[src/rtl/bcd_pkg.sv]
// Shared constants, state type and per-digit clamp helper for the BCD
// down-counter family.
package bcd_pkg;

  localparam int         BCD_W   = 4;
  localparam logic [3:0] BCD_MAX = 4'd9;

  typedef enum logic [1:0] {
    IDLE,
    RUN,
    EXPIRE
  } bcd_dn_state_t;

  // Nibbles A-F are not valid BCD; they saturate to 9.
  function automatic logic [BCD_W-1:0] bcd_clamp(input logic [BCD_W-1:0] d);
    return (d > BCD_MAX) ? BCD_MAX : d;
  endfunction

endpackage

[src/rtl/bcd_down_counter_if.sv]
// Control/status bundle of the BCD down-counter: the master side loads and
// enables, the slave side (the counter) reports count and flags.
interface bcd_down_counter_if #(
  parameter int DIGITS = 4
);
  import bcd_pkg::*;

  logic                    load;
  logic [BCD_W*DIGITS-1:0] load_val;
  logic                    en;
  logic [BCD_W*DIGITS-1:0] cnt;
  logic                    busy;
  logic                    zero;
  logic                    done;

  modport master (
    output load, load_val, en,
    input  cnt, busy, zero, done
  );

  modport slave (
    input  load, load_val, en,
    output cnt, busy, zero, done
  );

endinterface

[src/rtl/bcd_digit_dec.sv]
// One BCD digit of the decrement chain: passes the digit through unless a
// borrow arrives, in which case 0 wraps to 9 and the borrow continues upward.
module bcd_digit_dec
  import bcd_pkg::*;
(
  input  logic [BCD_W-1:0] d_in,
  input  logic             borrow_in,
  output logic [BCD_W-1:0] d_out,
  output logic             borrow_out
);

  always_comb begin
    d_out = d_in;
    if (borrow_in) begin
      d_out = (d_in == '0) ? BCD_MAX : (d_in - 4'd1);
    end
  end

  assign borrow_out = borrow_in && (d_in == '0);

endmodule

[src/rtl/bcd_down_counter.sv]
// Multi-digit BCD countdown timer: clamped preset load, one decrement per
// enabled cycle in RUN, single-cycle EXPIRE state driving the done pulse.
module bcd_down_counter
  import bcd_pkg::*;
#(
  parameter int DIGITS = 4
) (
  input  logic               clk,
  input  logic               rst,
  bcd_down_counter_if.slave  bus
);

  localparam int W = BCD_W * DIGITS;
  localparam logic [W-1:0] CNT_ONE = W'(1);

  bcd_dn_state_t state_q, state_d;
  logic [W-1:0]  cnt_q, cnt_d;
  logic [W-1:0]  load_san;
  logic [W-1:0]  dec_val;
  logic [DIGITS:0] borrow;

  // Digit 0 always receives a borrow; a borrow leaving the top digit can only
  // happen when every digit is 0, so it doubles as the zero detector.
  assign borrow[0] = 1'b1;

  for (genvar gi = 0; gi < DIGITS; gi++) begin : g_digit
    assign load_san[gi*BCD_W +: BCD_W] = bcd_clamp(bus.load_val[gi*BCD_W +: BCD_W]);

    bcd_digit_dec u_dec (
      .d_in       (cnt_q[gi*BCD_W +: BCD_W]),
      .borrow_in  (borrow[gi]),
      .d_out      (dec_val[gi*BCD_W +: BCD_W]),
      .borrow_out (borrow[gi+1])
    );
  end

  always_comb begin
    state_d = state_q;
    cnt_d   = cnt_q;
    if (bus.load) begin
      cnt_d   = load_san;
      state_d = (load_san != '0) ? RUN : IDLE;
    end else begin
      case (state_q)
        RUN: begin
          if (bus.en) begin
            cnt_d = dec_val;
            if (cnt_q == CNT_ONE) begin
              state_d = EXPIRE;
            end
          end
        end
        EXPIRE:  state_d = IDLE;
        IDLE:    state_d = IDLE;
        default: state_d = IDLE;
      endcase
    end
  end

  always_ff @(posedge clk or posedge rst) begin
    if (rst) begin
      state_q <= IDLE;
      cnt_q   <= '0;
    end else begin
      state_q <= state_d;
      cnt_q   <= cnt_d;
    end
  end

  assign bus.cnt  = cnt_q;
  assign bus.busy = (state_q == RUN);
  assign bus.zero = borrow[DIGITS];
  assign bus.done = (state_q == EXPIRE);

endmodule

[src/flat_wrapper.sv]
// flat-port wrapper written by rule: the top's interface ports become plain ports
module bcd_down_counter_flat import bcd_pkg::*;
#(
  parameter int DIGITS = 4
)
  (clk, rst, bus_load, bus_load_val, bus_en, bus_cnt, bus_busy, bus_zero, bus_done);
  bcd_down_counter_if #(.DIGITS(DIGITS)) bus_i ();
  input  logic clk;
  input  logic rst;
  input wire logic [$bits(bus_i.load)-1:0] bus_load;
  input wire logic [$bits(bus_i.load_val)-1:0] bus_load_val;
  input wire logic [$bits(bus_i.en)-1:0] bus_en;
  output wire logic [$bits(bus_i.cnt)-1:0] bus_cnt;
  output wire logic [$bits(bus_i.busy)-1:0] bus_busy;
  output wire logic [$bits(bus_i.zero)-1:0] bus_zero;
  output wire logic [$bits(bus_i.done)-1:0] bus_done;
  assign bus_i.load = bus_load;
  assign bus_i.load_val = bus_load_val;
  assign bus_i.en = bus_en;
  assign bus_cnt = bus_i.cnt;
  assign bus_busy = bus_i.busy;
  assign bus_zero = bus_i.zero;
  assign bus_done = bus_i.done;
  bcd_down_counter #(.DIGITS(DIGITS)) u_core (.clk(clk), .rst(rst), .bus(bus_i));
endmodule
[config.mk]
export PLATFORM = sky130hd
export DESIGN_NAME = bcd_down_counter_flat
export DESIGN_NICKNAME = d
export VERILOG_FILES = /design/src/rtl/bcd_pkg.sv /design/src/rtl/bcd_down_counter_if.sv /design/src/rtl/bcd_digit_dec.sv /design/src/rtl/bcd_down_counter.sv /design/src/flat_wrapper.sv
export SDC_FILE = /design/constraint.sdc
export NUM_CORES = 1
export LEC_CHECK = 0
export BUFFER_PORTS_ARGS = -buffer_cell sky130_fd_sc_hd__buf_4
export CAP_MARGIN = 20
export CORE_MARGIN = 3
export CORE_UTILIZATION = 53
export CTS_BUF_LIST = sky130_fd_sc_hd__clkbuf_8 sky130_fd_sc_hd__clkbuf_16
export DETAILED_ROUTE_END_ITERATION = 16
export PLACE_DENSITY = 0.84
export SKIP_LAST_GASP = 1
export SYNTH_ARGS = -nofsm -noshare
export SYNTH_HDL_FRONTEND = slang
export SYNTH_SLANG_ARGS = --single-unit
export TNS_END_PERCENT = 50
[constraint.sdc]
create_clock -name clk -period 7.5 [get_ports clk]
set_clock_uncertainty 0.2 [all_clocks]
set_input_delay 0.375 -clock clk [delete_from_list [all_inputs] [get_ports clk]]
set_output_delay 0.375 -clock clk [all_outputs]
set_load 0.02 [all_outputs]
### Word level (Yosys, flattened, before mapping)

Cells that the tools add are included.

* register bits after elaboration: 18
* logic and storage cells: 55
* bits of input ports: 20
* output and inout port bits: 19

* add/subtract/negate cells: 4
* reduce and logical (&&, ||, !) cells: 18
* equal/unequal tests: 5
* mux-type cells: 19
* $lt $le $gt $ge: 4

Operators with widths (count)
* $mux W16: 3
* $mux W4: 11
* $eq A16 B1 Y1 const B: 1
* $gt A4 B4 Y1 const B: 4
* $logic_not A4 Y1: 4
* $reduce_bool A16 Y1: 1
* $sub A4 B1 Y4 const B: 4
* $reduce_bool A2 Y1: 5
* $reduce_and A3 Y1: 3
* $mux W2: 4
* $reduce_and A2 Y1: 2
* $logic_and A1 B1 Y1: 3
* $ne A3 B2 Y1 const B: 1
* $ne A3 B3 Y1 const B: 1
* $eq A2 B1 Y1 const B: 1
* $eq A2 B2 Y1 const B: 1
* $mux W1: 1

### Depth between registers and ports, before layout

* word-level depth: 7
* depth in mapped cells: 6
* gate-level depth less buffers: 4

### Hierarchy

A second synthesis with hierarchy kept.

* cell total of the unflattened synthesis: 151
* area total of the unflattened synthesis: 1251.2 um^2

By module, submodules not included
* bcd_down_counter: cells each 107, instances 1, area each 935.9 um^2, sequential area each 450.4 um^2
* bcd_digit_dec: cells each 11, instances 4, area each 78.8 um^2, sequential area each 0.0 um^2

### Least setup slack after synthesis

Ideal clock, no wire load.

* path kind: reg-to-reg
* from: register u_core.cnt_q[0] (netlist: u_core.bus.cnt[0])
* to: register u_core.cnt_q[12] (netlist: u_core.bus.cnt[12])
* arrival: 2.221 ns
* period minus slack after synthesis: 2.545 ns
* data required time: 7.176 ns
* slack: 4.955 ns
* setup time: 0.124 ns
* cell stages (with the launch flop): 7
* buffers on the path: 2
* cell sequence: dfrtp_1 > or4_4 > buf_6 > or4_1 > buf_2 > o21a_1 > o31a_1

* cells in the longest elaborated chain, start to end: 5

Ends and longest elaborated chain
* start, declared: RTL line bcd_down_counter.sv:17 `logic [W-1:0] cnt_q, cnt_d;`
* start signal, assigned: RTL line bcd_down_counter.sv:66 `cnt_q <= cnt_d;`
* $logic_not A4 Y1: RTL line bcd_digit_dec.sv:19 `assign borrow_out = borrow_in && (d_in == '0);`
* $logic_and A1 B1 Y1 (2 in series): RTL line bcd_digit_dec.sv:19
* $reduce_bool A2 Y1 (no line)
* $reduce_and A3 Y1 (no line)

No other way between the ends.
A chain may end at the register's enable or synchronous reset.

### Final worst setup path

* from: register u_core.cnt_q[11] (netlist: u_core.bus.cnt[11])
* to: output bus_zero

* cells in the longest elaborated chain, start to end: 3

Ends and longest elaborated chain
* $logic_not A4 Y1: RTL line bcd_digit_dec.sv:19
* $logic_and A1 B1 Y1 (2 in series): RTL line bcd_digit_dec.sv:19
* end, declared: RTL line flat_wrapper.sv:15 `output wire logic [$bits(bus_i.zero)-1:0] bus_zero;`

No other way between the ends.

==> flow_summary.toml <==
[sta]
fin_crit_ns = 2.558
fin_setup_tns_ns = 0
setup_violations = 0
worst_slew_pin_slew_ns = 0.6804
timing.slew.headroom = 0.5459
period_share = 0.3411
rsz0062_at_grt = "false"
finalMaxSlewViolations = 0
holdWs_ns = 0.01524
hold_viol = 0
clock.fmax_mhz = 390.9

[final_layout]
drive_gt1_frac = 0.2604
fill_cells = 161
antenna_cells = 0
fin_nets = 190
area_delta_synth_final_pct = 29.98

[synth]
synth-seq-area-share = 0.3982
synth_fp_nets = 154
yosysMostFrequentCell = "dfrtp_1"
synthArstFlopShare = 1.000
syn_area_um2 = 1131
synthCells = 134
yosysWarnings = 0
yosysUniqueCellTypes = 38
ys.flop_type = "dfrtp_1"
synthTopCellsByArea = "dfrtp_1 40%, nor3_1 4.4%, o21ai_0 4.4%"
syn_avg_cell_area_um2 = 8.441
synthTopCellsByCount = "18 x dfrtp_1, 13 x nor2_1, 10 x nor3_1, 10 x o21ai_0"
synth_seq_cells = 18
yosys.area.top_type_share = 0.3982
synth_edf_count = 0
yosys.area.top_type = "dfrtp_1"

[clock_network]
cts.reportedPaths.clkPinSlew_ns = 0.08
htree_levels = 1
cts_made_buffers = 3
cts_resized = 0
cts_hold_buf = 0
clock_latency_ns = 0.26
clockBufferDepth = 2
cts.sinks = 18
root_buffer = "clkbuf_8"
postCtsSetupRepairBufs = 0
cts_tree = "built"

[placed_design]
gp_congestion = 0.8456
place_hpwl_um = 2070
numPortBuffers = 38

[global_routing]
grt-ovfl-total = 0
grt_max_degree = 38
grt_pass1_wl_um = 4629
grt.total_usage = 0.2248
antenna_found_initial = 0
first_global_vias = 1044

[critical_path]
critPathMaxStageDelay_ns = 0.48
crit_slowest_cell = "dfrtp_1"
cp-end-kind = "output port"
crit_path_cell_trace = "or3_1 -> nor3_1 -> nand2_1 -> nor2_1 -> buf_4"
reg2reg_depth = 4
worstPathArrival_ns = 1.98
crit_fanout = 8
path_class = "register to output port"
start_kind = "register"
required_ns = 6.92

[die]
io_pins = 39
die_w_um = 52.20
rows = 16
dieArea_um2 = 2724
initial_core_util = 0.5707
coreArea_um2 = 1982
die-height_um = 52.20

[routing]
drtPass1Iterations = 4
drt-initial-drc-count = 29
vias = 1132
routed_wl_um = 2759
wl_per_cell_um = 14.08
drc = 0
ant_nets = 0
vias_per_cell = 5.776

[flow_run]
maxCapViolCount = 0

[power]
p_leak_nw = 0.6310
irDropWorstVdd_v = 0.0001122
p_per_area_nw_per_um2 = 185.8

[status]
status = "finished, final reports clean"

[hold_path]
hold_path_class = "input port to asynchronous set/reset pin"
## critical path: cells and delay by family (launching register included)
kind | cells | cell delay [ns]
buffers and inverters | 1 | 0.16
DFF | 1 | 0.48
and+or+nand+nor | 4 | 1.09
## layout make-up
class / instances / area [um^2] / share of cell area
multi-input cells: 102 / 619.3 / 0.4213
flip-flops and latches: 18 / 450.4 / 0.3064
repair buffers: 38 / 285.3 / 0.1940
clock buffers: 4 / 55.05 / 0.03745
well taps: 27 / 33.78 / 0.02298
inverters: 7 / 26.28 / 0.01787
## metrics by stage
step	utilization	std cells	total power, mW	setup WS, ns	cell area [um^2]
5_1_grt	0.7418	196	0.2881	4.771	1470
2_1_floorplan	-	134	0.1627	4.955	1131
3_5_place_dp	0.7140	192	0.1942	5.025	1415
6_report	0.7418	196	0.2732	4.942	1470
4_1_cts	0.7418	196	0.2741	5.005	1470
3_3_place_gp	0.7140	192	0.1923	5.067	1415
## state kept, by name (all words and copies together), names as in the netlist
name            flops
u_core.bus.cnt     16
u_core.state_q      2
## worst paths after layout
kind	start	to	slack [ns]
max in group asynchronous	rst	u_core.bus.cnt[15]	6.64
worst max-delay path	u_core.bus.cnt[11]	bus_zero	4.94
worst min register to register	u_core.state_q[1]	u_core.state_q[1]	0.41
min in group clk	bus_load_val[7]	u_core.bus.cnt[7]	0.16
worst min-delay path	rst	u_core.bus.cnt[5]	0.02
worst max register to register	u_core.bus.cnt[0]	u_core.bus.cnt[12]	5.01
## cell families after synthesis
group / count (synthesis) / synth area share
simple gates: 59 / 0.2865
mux: 2 / 0.01770
flops: 18 / 0.3982
xor+xnor: 4 / 0.03098
buf+inv: 14 / 0.05420
compound gates: 37 / 0.2124
## report_power, final
part           switching (mW)  internal [mW]  leakage [nW]
sequential             0.0134          0.106         0.213
clock                  0.0344         0.0467        0.0288
combinational          0.0385         0.0338         0.389
total                  0.0862          0.187         0.631
## layer usage
metal	up-vias	GRT usage	share of wire
met5	-	0	0
met4	0	0.06383	0.011
met3	5	0.03419	0.069
met2	41	0.3766	0.48
met1	521	0.3005	0.44
li1	565	-	-
## placed cells by master (no fill, tap or decap), drive strengths merged, types with 2 or more instances in the layout
master and count:
a21oi 5, a22oi 3, a31oi 3, buf 38, clkbuf 4, dfrtp 18, inv 7, mux2i 2
nand2 7, nand2b 4, nand3b 6, nor2 13, nor2b 2, nor3 10, nor4 4, o21a 4
o21ai 13, o31a 2, or3 4, or4 4, xnor2 3
Power figures use the tool's default switching activity.
